==> config.mk <==
export PLATFORM = sky130hd
export DESIGN_NAME = vga_timing_gen
export DESIGN_NICKNAME = d
export VERILOG_FILES = /design/src/rtl/vga_timing_gen.sv
export SDC_FILE = /design/constraint.sdc
export NUM_CORES = 1
export LEC_CHECK = 0
export CAP_MARGIN = 25
export CORE_MARGIN = 8
export CORE_UTILIZATION = 59
export CTS_BUF_LIST = sky130_fd_sc_hd__clkbuf_4
export DETAILED_ROUTE_END_ITERATION = 8
export GPL_TIMING_DRIVEN = 0
export PLACE_DENSITY = 0.95
export REMOVE_ABC_BUFFERS = 1
export SLEW_MARGIN = 20
export SYNTH_ARGS = -nofsm -noshare
export SYNTH_HDL_FRONTEND = slang
export SYNTH_SLANG_ARGS = --single-unit
==> constraint.sdc <==
create_clock -name iCLK -period 2.75 [get_ports iCLK]
set_clock_uncertainty 0.1 [all_clocks]
set_input_delay 0.6875 -clock iCLK [delete_from_list [all_inputs] [get_ports iCLK]]
set_output_delay 0.6875 -clock iCLK [all_outputs]
set_load 0.005 [all_outputs]
==> src/rtl/vga_timing_gen.sv <==
// vga_timing_gen: parametrised raster timing generator.
// Divides iCLK down to a pixel rate, runs horizontal/vertical position counters
// and registers sync, blanking, position and strobe outputs from their decode.
// Optional feature macro: VGA_TEST_PATTERN_EN adds oRGB, an eight-bar colour
// test pattern.
// Ports:
//   iCLK, iRST        system clock, synchronous active-high reset
//   oHSync, oVSync    sync outputs, active level per HS_POL / VS_POL
//   oVideoOn          presented pixel lies in the visible area
//   oPosX, oPosY      presented pixel column / line
//   oPixelTick        first clock of each presented pixel
//   oLineStart        pixel tick at column 0
//   oFrameStart       pixel tick at column 0, line 0
//   oRGB              test-pattern colour (VGA_TEST_PATTERN_EN only)
module vga_timing_gen #(
    parameter int unsigned CLK_DIV   = 2,
    parameter int unsigned H_DISPLAY = 640,
    parameter int unsigned H_FRONT   = 16,
    parameter int unsigned H_SYNC    = 96,
    parameter int unsigned H_BACK    = 48,
    parameter int unsigned V_DISPLAY = 480,
    parameter int unsigned V_FRONT   = 10,
    parameter int unsigned V_SYNC    = 2,
    parameter int unsigned V_BACK    = 29,
    parameter bit          HS_POL    = 1'b0,
    parameter bit          VS_POL    = 1'b0,
    parameter int unsigned CNT_W     = 10
) (
    input  logic             iCLK,
    input  logic             iRST,
    output logic             oHSync,
    output logic             oVSync,
    output logic             oVideoOn,
    output logic [CNT_W-1:0] oPosX,
    output logic [CNT_W-1:0] oPosY,
    output logic             oPixelTick,
    output logic             oLineStart,
    output logic             oFrameStart
`ifdef VGA_TEST_PATTERN_EN
   ,output logic [2:0]       oRGB
`endif
);

    localparam int unsigned H_TOTAL    = H_DISPLAY + H_FRONT + H_SYNC + H_BACK;
    localparam int unsigned V_TOTAL    = V_DISPLAY + V_FRONT + V_SYNC + V_BACK;
    localparam int unsigned H_SYNC_BEG = H_DISPLAY + H_FRONT;
    localparam int unsigned H_SYNC_END = H_DISPLAY + H_FRONT + H_SYNC;
    localparam int unsigned V_SYNC_BEG = V_DISPLAY + V_FRONT;
    localparam int unsigned V_SYNC_END = V_DISPLAY + V_FRONT + V_SYNC;
    localparam int unsigned DIV_W      = (CLK_DIV > 1) ? $clog2(CLK_DIV) : 1;

    logic [DIV_W-1:0] div_q, div_d;
    logic [CNT_W-1:0] h_q, h_d;
    logic [CNT_W-1:0] v_q, v_d;
    logic             div_last;

    logic             hsync_q, hsync_d;
    logic             vsync_q, vsync_d;
    logic             video_q, video_d;
    logic [CNT_W-1:0] posx_q, posx_d;
    logic [CNT_W-1:0] posy_q, posy_d;
    logic             tick_q, tick_d;
    logic             line_q, line_d;
    logic             frame_q, frame_d;

    // Last clock of the current pixel; always true when CLK_DIV is 1.
    assign div_last = (div_q == DIV_W'(CLK_DIV - 1));

    // Divider and position counters.
    always_comb begin
        div_d = div_q;
        h_d   = h_q;
        v_d   = v_q;
        if (div_last) begin
            div_d = '0;
            if (h_q == CNT_W'(H_TOTAL - 1)) begin
                h_d = '0;
                if (v_q == CNT_W'(V_TOTAL - 1)) begin
                    v_d = '0;
                end else begin
                    v_d = v_q + CNT_W'(1);
                end
            end else begin
                h_d = h_q + CNT_W'(1);
            end
        end else begin
            div_d = div_q + DIV_W'(1);
        end
    end

    // Output decode of the current counter values; registered one clock later.
    always_comb begin
        tick_d  = (div_q == '0);
        line_d  = tick_d && (h_q == '0);
        frame_d = line_d && (v_q == '0);
        video_d = (h_q < CNT_W'(H_DISPLAY)) && (v_q < CNT_W'(V_DISPLAY));
        hsync_d = ((h_q >= CNT_W'(H_SYNC_BEG)) && (h_q < CNT_W'(H_SYNC_END)))
                  ? HS_POL : ~HS_POL;
        vsync_d = ((v_q >= CNT_W'(V_SYNC_BEG)) && (v_q < CNT_W'(V_SYNC_END)))
                  ? VS_POL : ~VS_POL;
        posx_d  = h_q;
        posy_d  = v_q;
    end

    always_ff @(posedge iCLK) begin
        if (iRST) begin
            div_q   <= '0;
            h_q     <= '0;
            v_q     <= '0;
            hsync_q <= ~HS_POL;
            vsync_q <= ~VS_POL;
            video_q <= 1'b0;
            posx_q  <= '0;
            posy_q  <= '0;
            tick_q  <= 1'b0;
            line_q  <= 1'b0;
            frame_q <= 1'b0;
        end else begin
            div_q   <= div_d;
            h_q     <= h_d;
            v_q     <= v_d;
            hsync_q <= hsync_d;
            vsync_q <= vsync_d;
            video_q <= video_d;
            posx_q  <= posx_d;
            posy_q  <= posy_d;
            tick_q  <= tick_d;
            line_q  <= line_d;
            frame_q <= frame_d;
        end
    end

    assign oHSync      = hsync_q;
    assign oVSync      = vsync_q;
    assign oVideoOn    = video_q;
    assign oPosX       = posx_q;
    assign oPosY       = posy_q;
    assign oPixelTick  = tick_q;
    assign oLineStart  = line_q;
    assign oFrameStart = frame_q;

`ifdef VGA_TEST_PATTERN_EN
    localparam int unsigned BAR_W = H_DISPLAY / 8;

    logic [CNT_W-1:0] bar_pix_q, bar_pix_d;
    logic [2:0]       bar_idx_q, bar_idx_d;
    logic [2:0]       rgb_q, rgb_d;

    // Bar tracker follows h: pixel-in-bar and bar index, cleared when h wraps.
    // The index saturates at 7; columns past the last bar are blanked anyway.
    always_comb begin
        bar_pix_d = bar_pix_q;
        bar_idx_d = bar_idx_q;
        if (div_last) begin
            if (h_q == CNT_W'(H_TOTAL - 1)) begin
                bar_pix_d = '0;
                bar_idx_d = '0;
            end else if (bar_pix_q == CNT_W'(BAR_W - 1)) begin
                bar_pix_d = '0;
                if (bar_idx_q != 3'd7) begin
                    bar_idx_d = bar_idx_q + 3'd1;
                end
            end else begin
                bar_pix_d = bar_pix_q + CNT_W'(1);
            end
        end
    end

    // Colour decode: white at bar 0 down to black at bar 7, zero while blanked.
    always_comb begin
        rgb_d = video_d ? (3'd7 - bar_idx_q) : 3'd0;
    end

    always_ff @(posedge iCLK) begin
        if (iRST) begin
            bar_pix_q <= '0;
            bar_idx_q <= '0;
            rgb_q     <= '0;
        end else begin
            bar_pix_q <= bar_pix_d;
            bar_idx_q <= bar_idx_d;
            rgb_q     <= rgb_d;
        end
    end

    assign oRGB = rgb_q;
`endif

endmodule
==> flow_metrics.env, run 1 <==
export IMPL_unrepaired_setup_endpoints_after_global_routing="false"
export IMPL_r2r_start="h_q[0]"
export IMPL_dr_first_iter_drc_count=104
export IMPL_first_global_vias=1243
export IMPL_place_gp_congestion=0.8030
export IMPL_worst_ir_drop_vdd_uv=318.4
export IMPL_placedCellCount=241
export IMPL_num_rows=20
export IMPL_core_sq_um=2953
export IMPL_hold_slack_ns=0.4089
export IMPL_detail_route_first_pass_iterations=4
export IMPL_largest_net_degree_at_the_start_of_global_routing=35
export IMPL_edff_count_synth=0
export IMPL_antennaDiodeCount=0
export IMPL_cp_required_ns=2.94
export IMPL_synth_lib_cells_used_distinct=36
export IMPL_fin_ws_ns=0.5326
export IMPL_startpoint_type="flop"
export IMPL_cts_resized=0
export IMPL_fillCellCount=213
export IMPL_initial_utilization_pct=60.34
export IMPL_die_area_sq_um=5035
export IMPL_met1_usage_pct=16.81
export IMPL_number_of_buffers_inserted_during_clock_tree_synthesis=5
export IMPL_power_density_normalized_to_cell_area_nw_per_um2=546.2
export IMPL_ctsHoldBuffers=0
export IMPL_final_net_count=221
export IMPL_maximum_level_of_the_cts_h_tree=2
export IMPL_final_setup_viols=0
export IMPL_global_route_peak_usage_layer="met2"
export IMPL_finalCriticalPeriod_ns=2.217
export IMPL_vias_per_cell=5.578
export IMPL_final_instance_count_excl_fill=249
export IMPL_antenna_viol_nets_final=0
export IMPL_hold_ep="oPosX[1]"
export IMPL_worst_slew_pin_slew_ns=0.5728
export IMPL_post_place_ws_ns=-0.02658
export IMPL_dp_hpwl_mm=2.388
export IMPL_layout_drive_gt1_share_pct=5.556
export IMPL_grt_first_pass_wirelength_mm=5.595
export IMPL_crit_reg2reg_capture="posy_d[5]"
export IMPL_grt_util_all_layers_pct=13.47
export IMPL_die_y_um=70.96
export IMPL_remaining_drc_errors=0
export IMPL_worst_path_max_fanout=14
export IMPL_route_detailed_wl_per_inst_um=13.27
export IMPL_clkSlewWorstSetupHoldPaths_ns=0.13
export IMPL_synth_ff_type="dfxtp_1"
export IMPL_ctsRootBufferMaster="clkbuf_4"
export IMPL_power_total_mw=1.164
export IMPL_antenna_violations_before_repair=0
export IMPL_grt_overflow=0
export IMPL_postRouteWirelength_mm=3.305
export IMPL_synth_area_sq_um=1782
export IMPL_placement_io_buffers=27
export IMPL_critPathCaptureType="flop"
export IMPL_run_status="finished clean"
export IMPL_synthesis_stage_register_bit_count=47
export IMPL_share_of_the_clock_period_used_by_the_worst_path_after_layout_pct=80.63
export IMPL_synth_async_reset_ratio_pct=0
export IMPL_min_path_cells=2
export IMPL_leakagePower_nw=0.7701
export IMPL_finalMaxSlewViolations=0
export IMPL_worstHoldStart="h_q[1]"
export IMPL_syn_to_final_growth_pct=19.66
export IMPL_cts_max_path_buffers=2
export IMPL_worstSkewPairLatency_ns=0.35
export IMPL_clkSinkCount=47
export IMPL_io_pins=28
export IMPL_met3_track_demand_over_resource_pct=3.955
export IMPL_hold_path_class="reg2reg"
export IMPL_via_count=1389
export IMPL_cts_tree="built"
export IMPL_finalHoldViolCount=0
export IMPL_timing_setup_critical_path_class="reg2reg"
export IMPL_maxCapViolCount=0
export IMPL_use_met2_pct=21.01
export IMPL_synthCells=188
export IMPL_reg2reg_setup_slack_ns=0.53
export IMPL_floorplan_die_width_um=70.96
export IMPL_maxClockFrequency_ghz=0.4510
export IMPL_max_slew_margin_pct=61.82
export IMPL_yosys_warnings=0
export IMPL_synthesis_area_per_instance_sq_um=9.477
export IMPL_seq_area_frac_synth_pct=52.81
export IMPL_finalSetupTns_ns=0
export IMPL_worst_r2r_path_depth=5
export IMPL_cts_setup_buffers=0
export IMPL_critical_path_arrival_ns=2.41
layout by cell type (no fill, tap or decap):
master,Yosys,routed
a21o_1,2,2
a21oi_1,3,3
and2_1,2,2
and3_1,5,5
and3b_1,1,1
and4_1,2,2
and4_4,1,1
buf_2,2,1
bufinv_16,0,1
clkbuf_4,0,5
clkdlybuf4s50_1,0,26
clkinv_1,0,1
clkinv_2,0,1
dfxtp_1,47,47
ha_1,4,4
inv_1,4,4
nand2_1,18,18
nand2b_1,2,2
nand3_1,8,8
nand3_2,1,1
nand4_1,8,8
nand4b_1,1,1
nor2_1,22,22
nor2b_1,17,17
nor3_1,3,3
nor3_4,1,1
nor4_1,2,2
nor4b_1,1,1
o211ai_1,3,3
o21ai_0,4,4
o2bb2ai_1,1,1
o311ai_1,1,1
o31ai_1,2,2
o41ai_1,1,1
or3b_2,1,1
or4_1,4,4
xnor2_1,4,4
xor2_1,5,5
how the worst max path moves through the flow:
stage / startpoint / endpoint / slack (ns) / cells after the start
6_report: h_q[0] / posy_d[5] / 0.53 / 5
5_1_grt: h_q[0] / posy_d[5] / 0.34 / 5
4_1_cts: iRST / posy_d[7] / 0.35 / 3
3_5_place_dp: iRST / posy_d[7] / -0.03 / 3
3_3_place_gp: iRST / posy_d[7] / 0.008 / 3
2_1_floorplan: h_q[0] / posy_d[5] / 0.89 / 5
power by group:
group / total (mW) / internal [mW] / switching (mW)
sequential: 0.716 / 0.699 / 0.0172
clock: 0.387 / 0.187 / 0.200
combinational: 0.0611 / 0.0331 / 0.0280
total: 1.16 / 0.919 / 0.245
per-stage QoR:
step / cell area (sq um) / utilization [%]
floorplan: 1749 / -
detailed placement: 2061 / 69.79
global placement: 2061 / 69.79
finish: 2132 / 72.20
CTS: 2137 / 72.37
global route: 2132 / 72.20
cell usage after synthesis (all sizes together) (3+ instances only):
library cell / number / area [sq um]
dfxtp: 47 / 940.9
nor2: 22 / 82.58
nand2: 18 / 67.56
nor2b: 17 / 106.4
nand3: 9 / 50.05
nand4: 8 / 50.05
and3: 5 / 31.28
xor2: 5 / 43.79
buf: 4 / 21.27
ha: 4 / 50.05
inv: 4 / 15.01
nor3: 4 / 31.28
o21ai: 4 / 20.02
or4: 4 / 30.03
xnor2: 4 / 35.03
a21oi: 3 / 15.01
and4: 3 / 28.78
clkbuf: 3 / 11.26
o211ai: 3 / 22.52
worst max-delay path: stages (launching register included):
cell and delay (ns):
dfxtp_1 0.42, ha_1 0.20, and2_1 0.23, nand4_1 0.48, or4_1 0.64, nand3_1 0.09
final cells by class:
class,instances,area [sq um],share of cell area (%)
clock buffers,5,37.54,1.761
clock inverters,3,38.79,1.819
inverters,4,15.01,0.7042
multi-input cells,130,793.3,37.21
flip-flops and latches,47,940.9,44.13
well taps,33,41.29,1.937
repair buffers,27,265.3,12.44
routing by layer:
metal  up-vias  part of all wire [%]  wire length [um]
li1        702                     -                 -
met3         2                   6.0               198
met4         0                  0.94                31
met1       633                    47              1552
met2        52                    46              1523
met5         -                     0                 0
flip-flops by register name, indices dropped and copies added, names as in the netlist, 10 cells and up:
register / count
h_q: 10
oPosX: 10
oPosY: 10
posy_d: 10
logic make-up (layout without fill, tap and decap cells):
group	count (synthesis)	count (layout)	synth area share [%]
flops	47	47	52.81
buf+inv	11	39	2.668
xor+xnor	9	9	4.424
compound gates	17	17	6.390
simple gates	100	100	30.90
fa+ha+maj	4	4	2.809
Note: power is estimated with default switching activity, not from simulation.
==> run 2: changes to the inputs <==
- CORE_UTILIZATION: 59 -> 49
- PLACE_DENSITY: 0.95 -> 0.87
- clock period: 2.75 -> 1.95 ns (I/O delays scaled with it)
==> flow_metrics.env, run 2 (synthesized netlist as in run 1, its figures left out) <==
export IMPL_fillCellCount=293
export IMPL_finalHoldViolCount=0
export IMPL_core_sq_um=3578
export IMPL_grt_util_all_layers_pct=12.10
export IMPL_maxCapViolCount=0
export IMPL_final_net_count=224
export IMPL_multi_input_comb_area_sq_um=794.5
export IMPL_num_rows=22
export IMPL_cp_required_ns=2.16
export IMPL_place_gp_congestion=0.8816
export IMPL_first_global_vias=1236
export IMPL_maximum_level_of_the_cts_h_tree=2
export IMPL_leakagePower_nw=0.7756
export IMPL_layout_common_cells="47 x dfxtp_1, 26 x clkdlybuf4s50_1, 22 x nor2_1, 18 x nand2_1, 17 x nor2b_1"
export IMPL_power_density_normalized_to_cell_area_nw_per_um2=716.0
export IMPL_antenna_violations_before_repair=0
export IMPL_number_of_buffers_inserted_during_clock_tree_synthesis=5
export IMPL_finish_instance_area_sq_um=2163
export IMPL_critical_path_top_delay_family="simple AND/OR/NAND/NOR gates"
export IMPL_grt_overflow=0
export IMPL_die_area_sq_um=5822
export IMPL_seq_area_sq_um=940.9
export IMPL_dp_hpwl_mm=2.378
export IMPL_worst_slew_pin_slew_ns=0.6883
export IMPL_critical_path_n_buffers_inverters=0
export IMPL_hold_slack_ns=0.4163
export IMPL_route_detailed_wl_per_inst_um=12.37
export IMPL_clkSinkCount=47
export IMPL_critical_path_arrival_ns=2.05
export IMPL_layout_drive_gt1_share_pct=7.306
export IMPL_dr_first_iter_drc_count=129
export IMPL_grt_first_pass_wirelength_mm=5.809
export IMPL_floorplan_die_width_um=76.30
export IMPL_clkSlewWorstSetupHoldPaths_ns=0.13
export IMPL_power_total_mw=1.549
export IMPL_finalSetupTns_ns=0
export IMPL_placed_standard_cell_area_sq_um=2091
export IMPL_startpoint_type="flop"
export IMPL_run_status="finished clean"
export IMPL_detail_route_first_pass_iterations=4
export IMPL_post_place_ws_ns=-0.4056
export IMPL_vias_per_cell=5.105
export IMPL_antenna_viol_nets_final=0
export IMPL_antennaDiodeCount=0
export IMPL_share_of_the_clock_period_used_by_the_worst_path_after_layout_pct=94.70
export IMPL_placement_io_buffers=27
export IMPL_layout_cells_most_common="dfxtp_1"
export IMPL_postRouteWirelength_mm=3.302
export IMPL_worst_path_max_fanout=5
export IMPL_remaining_drc_errors=0
export IMPL_via_count=1363
export IMPL_final_setup_viols=0
export IMPL_critical_path_top_delay_cell="or4_1"
export IMPL_max_slew_margin_pct=54.12
export IMPL_finalCriticalPeriod_ns=1.847
export IMPL_placedCellCount=257
export IMPL_ctsRootBufferMaster="clkbuf_4"
export IMPL_finalMaxSlewViolations=0
export IMPL_syn_to_final_growth_pct=21.42
export IMPL_cts_tree="built"
export IMPL_final_instance_count_excl_fill=267
export IMPL_die_y_um=76.30
export IMPL_cell_breakdown_of_the_critical_path="ha_1 -> and2_2 -> nand4_1 -> or4_1 -> nand3_1"
export IMPL_fin_ws_ns=0.1033
export IMPL_timing_setup_critical_path_class="reg2reg"
export IMPL_hold_path_class="reg2reg"
export IMPL_ctsHoldBuffers=0
export IMPL_initial_utilization_pct=49.79
export IMPL_maxClockFrequency_ghz=0.5415
export IMPL_timing_critical_path_slowest_cell_delay_ns=0.54
export IMPL_critPathCaptureType="flop"
export IMPL_largest_net_degree_at_the_start_of_global_routing=21
export IMPL_io_pins=28
export IMPL_fraction_of_the_core_area_covered_by_cells_at_the_end_of_the_flow_pct=60.45
export IMPL_worst_ir_drop_vdd_uv=266.7
export IMPL_worstSkewPairLatency_ns=0.35
export IMPL_unrepaired_setup_endpoints_after_global_routing="false"
export IMPL_cts_max_path_buffers=2
[run 2: worst paths after layout]
check	startpoint	endpoint	slack [ns]	cells past startpoint
max reg2reg	h_q[0]	posy_d[5]	0.10	5
max	h_q[0]	posy_d[5]	0.10	5
min reg2reg	h_q[1]	oPosX[1]	0.42	2
min	h_q[1]	oPosX[1]	0.42	2
[run 2: cell type report]
cell class | count | share of cell area, %
clock buffer | 6 | 2.082
clock inverter | 2 | 0.5784
inverter | 4 | 0.6940
multi-input combinational | 130 | 36.73
sequential | 47 | 43.49
tap | 48 | 2.776
timing repair buffer | 30 | 13.65
[run 2: repair_timing]
| item | 4_1_cts | 5_1_grt |
|---|---|---|
| buffers inserted | 2 | 0 |
| pin swaps | 1 | 1 |
| resized for setup | 1 | 1 |
| endpoints found under the setup margin | 15 | 4 |
[run 2: report_power, final]
| group | total [mW] | internal (mW) | switching (mW) |
|---|---|---|---|
| Clock | 0.451 | 0.153 | 0.298 |
| Sequential | 1.01 | 0.986 | 0.0233 |
| Combinational | 0.0883 | 0.0490 | 0.0393 |
| Total | 1.55 | 1.19 | 0.360 |
[run 2: tightest hold or removal path: cells and delay by family (launching register included)]
family / cells / cell delay [ns]
buf+inv: 1 / 0.08
flops: 1 / 0.36
simple gates: 1 / 0.05
[run 2: routing by layer]
| layer | vias to the layer above | global-route usage, % | part of all wire (%) |
|---|---|---|---|
| met5 | - | 0 | 0 |
| met4 | 0 | 8.077 | 2.2 |
| met3 | 7 | 4.717 | 7.8 |
| met2 | 43 | 17.40 | 44 |
| met1 | 605 | 14.55 | 46 |
| li1 | 708 | - | - |
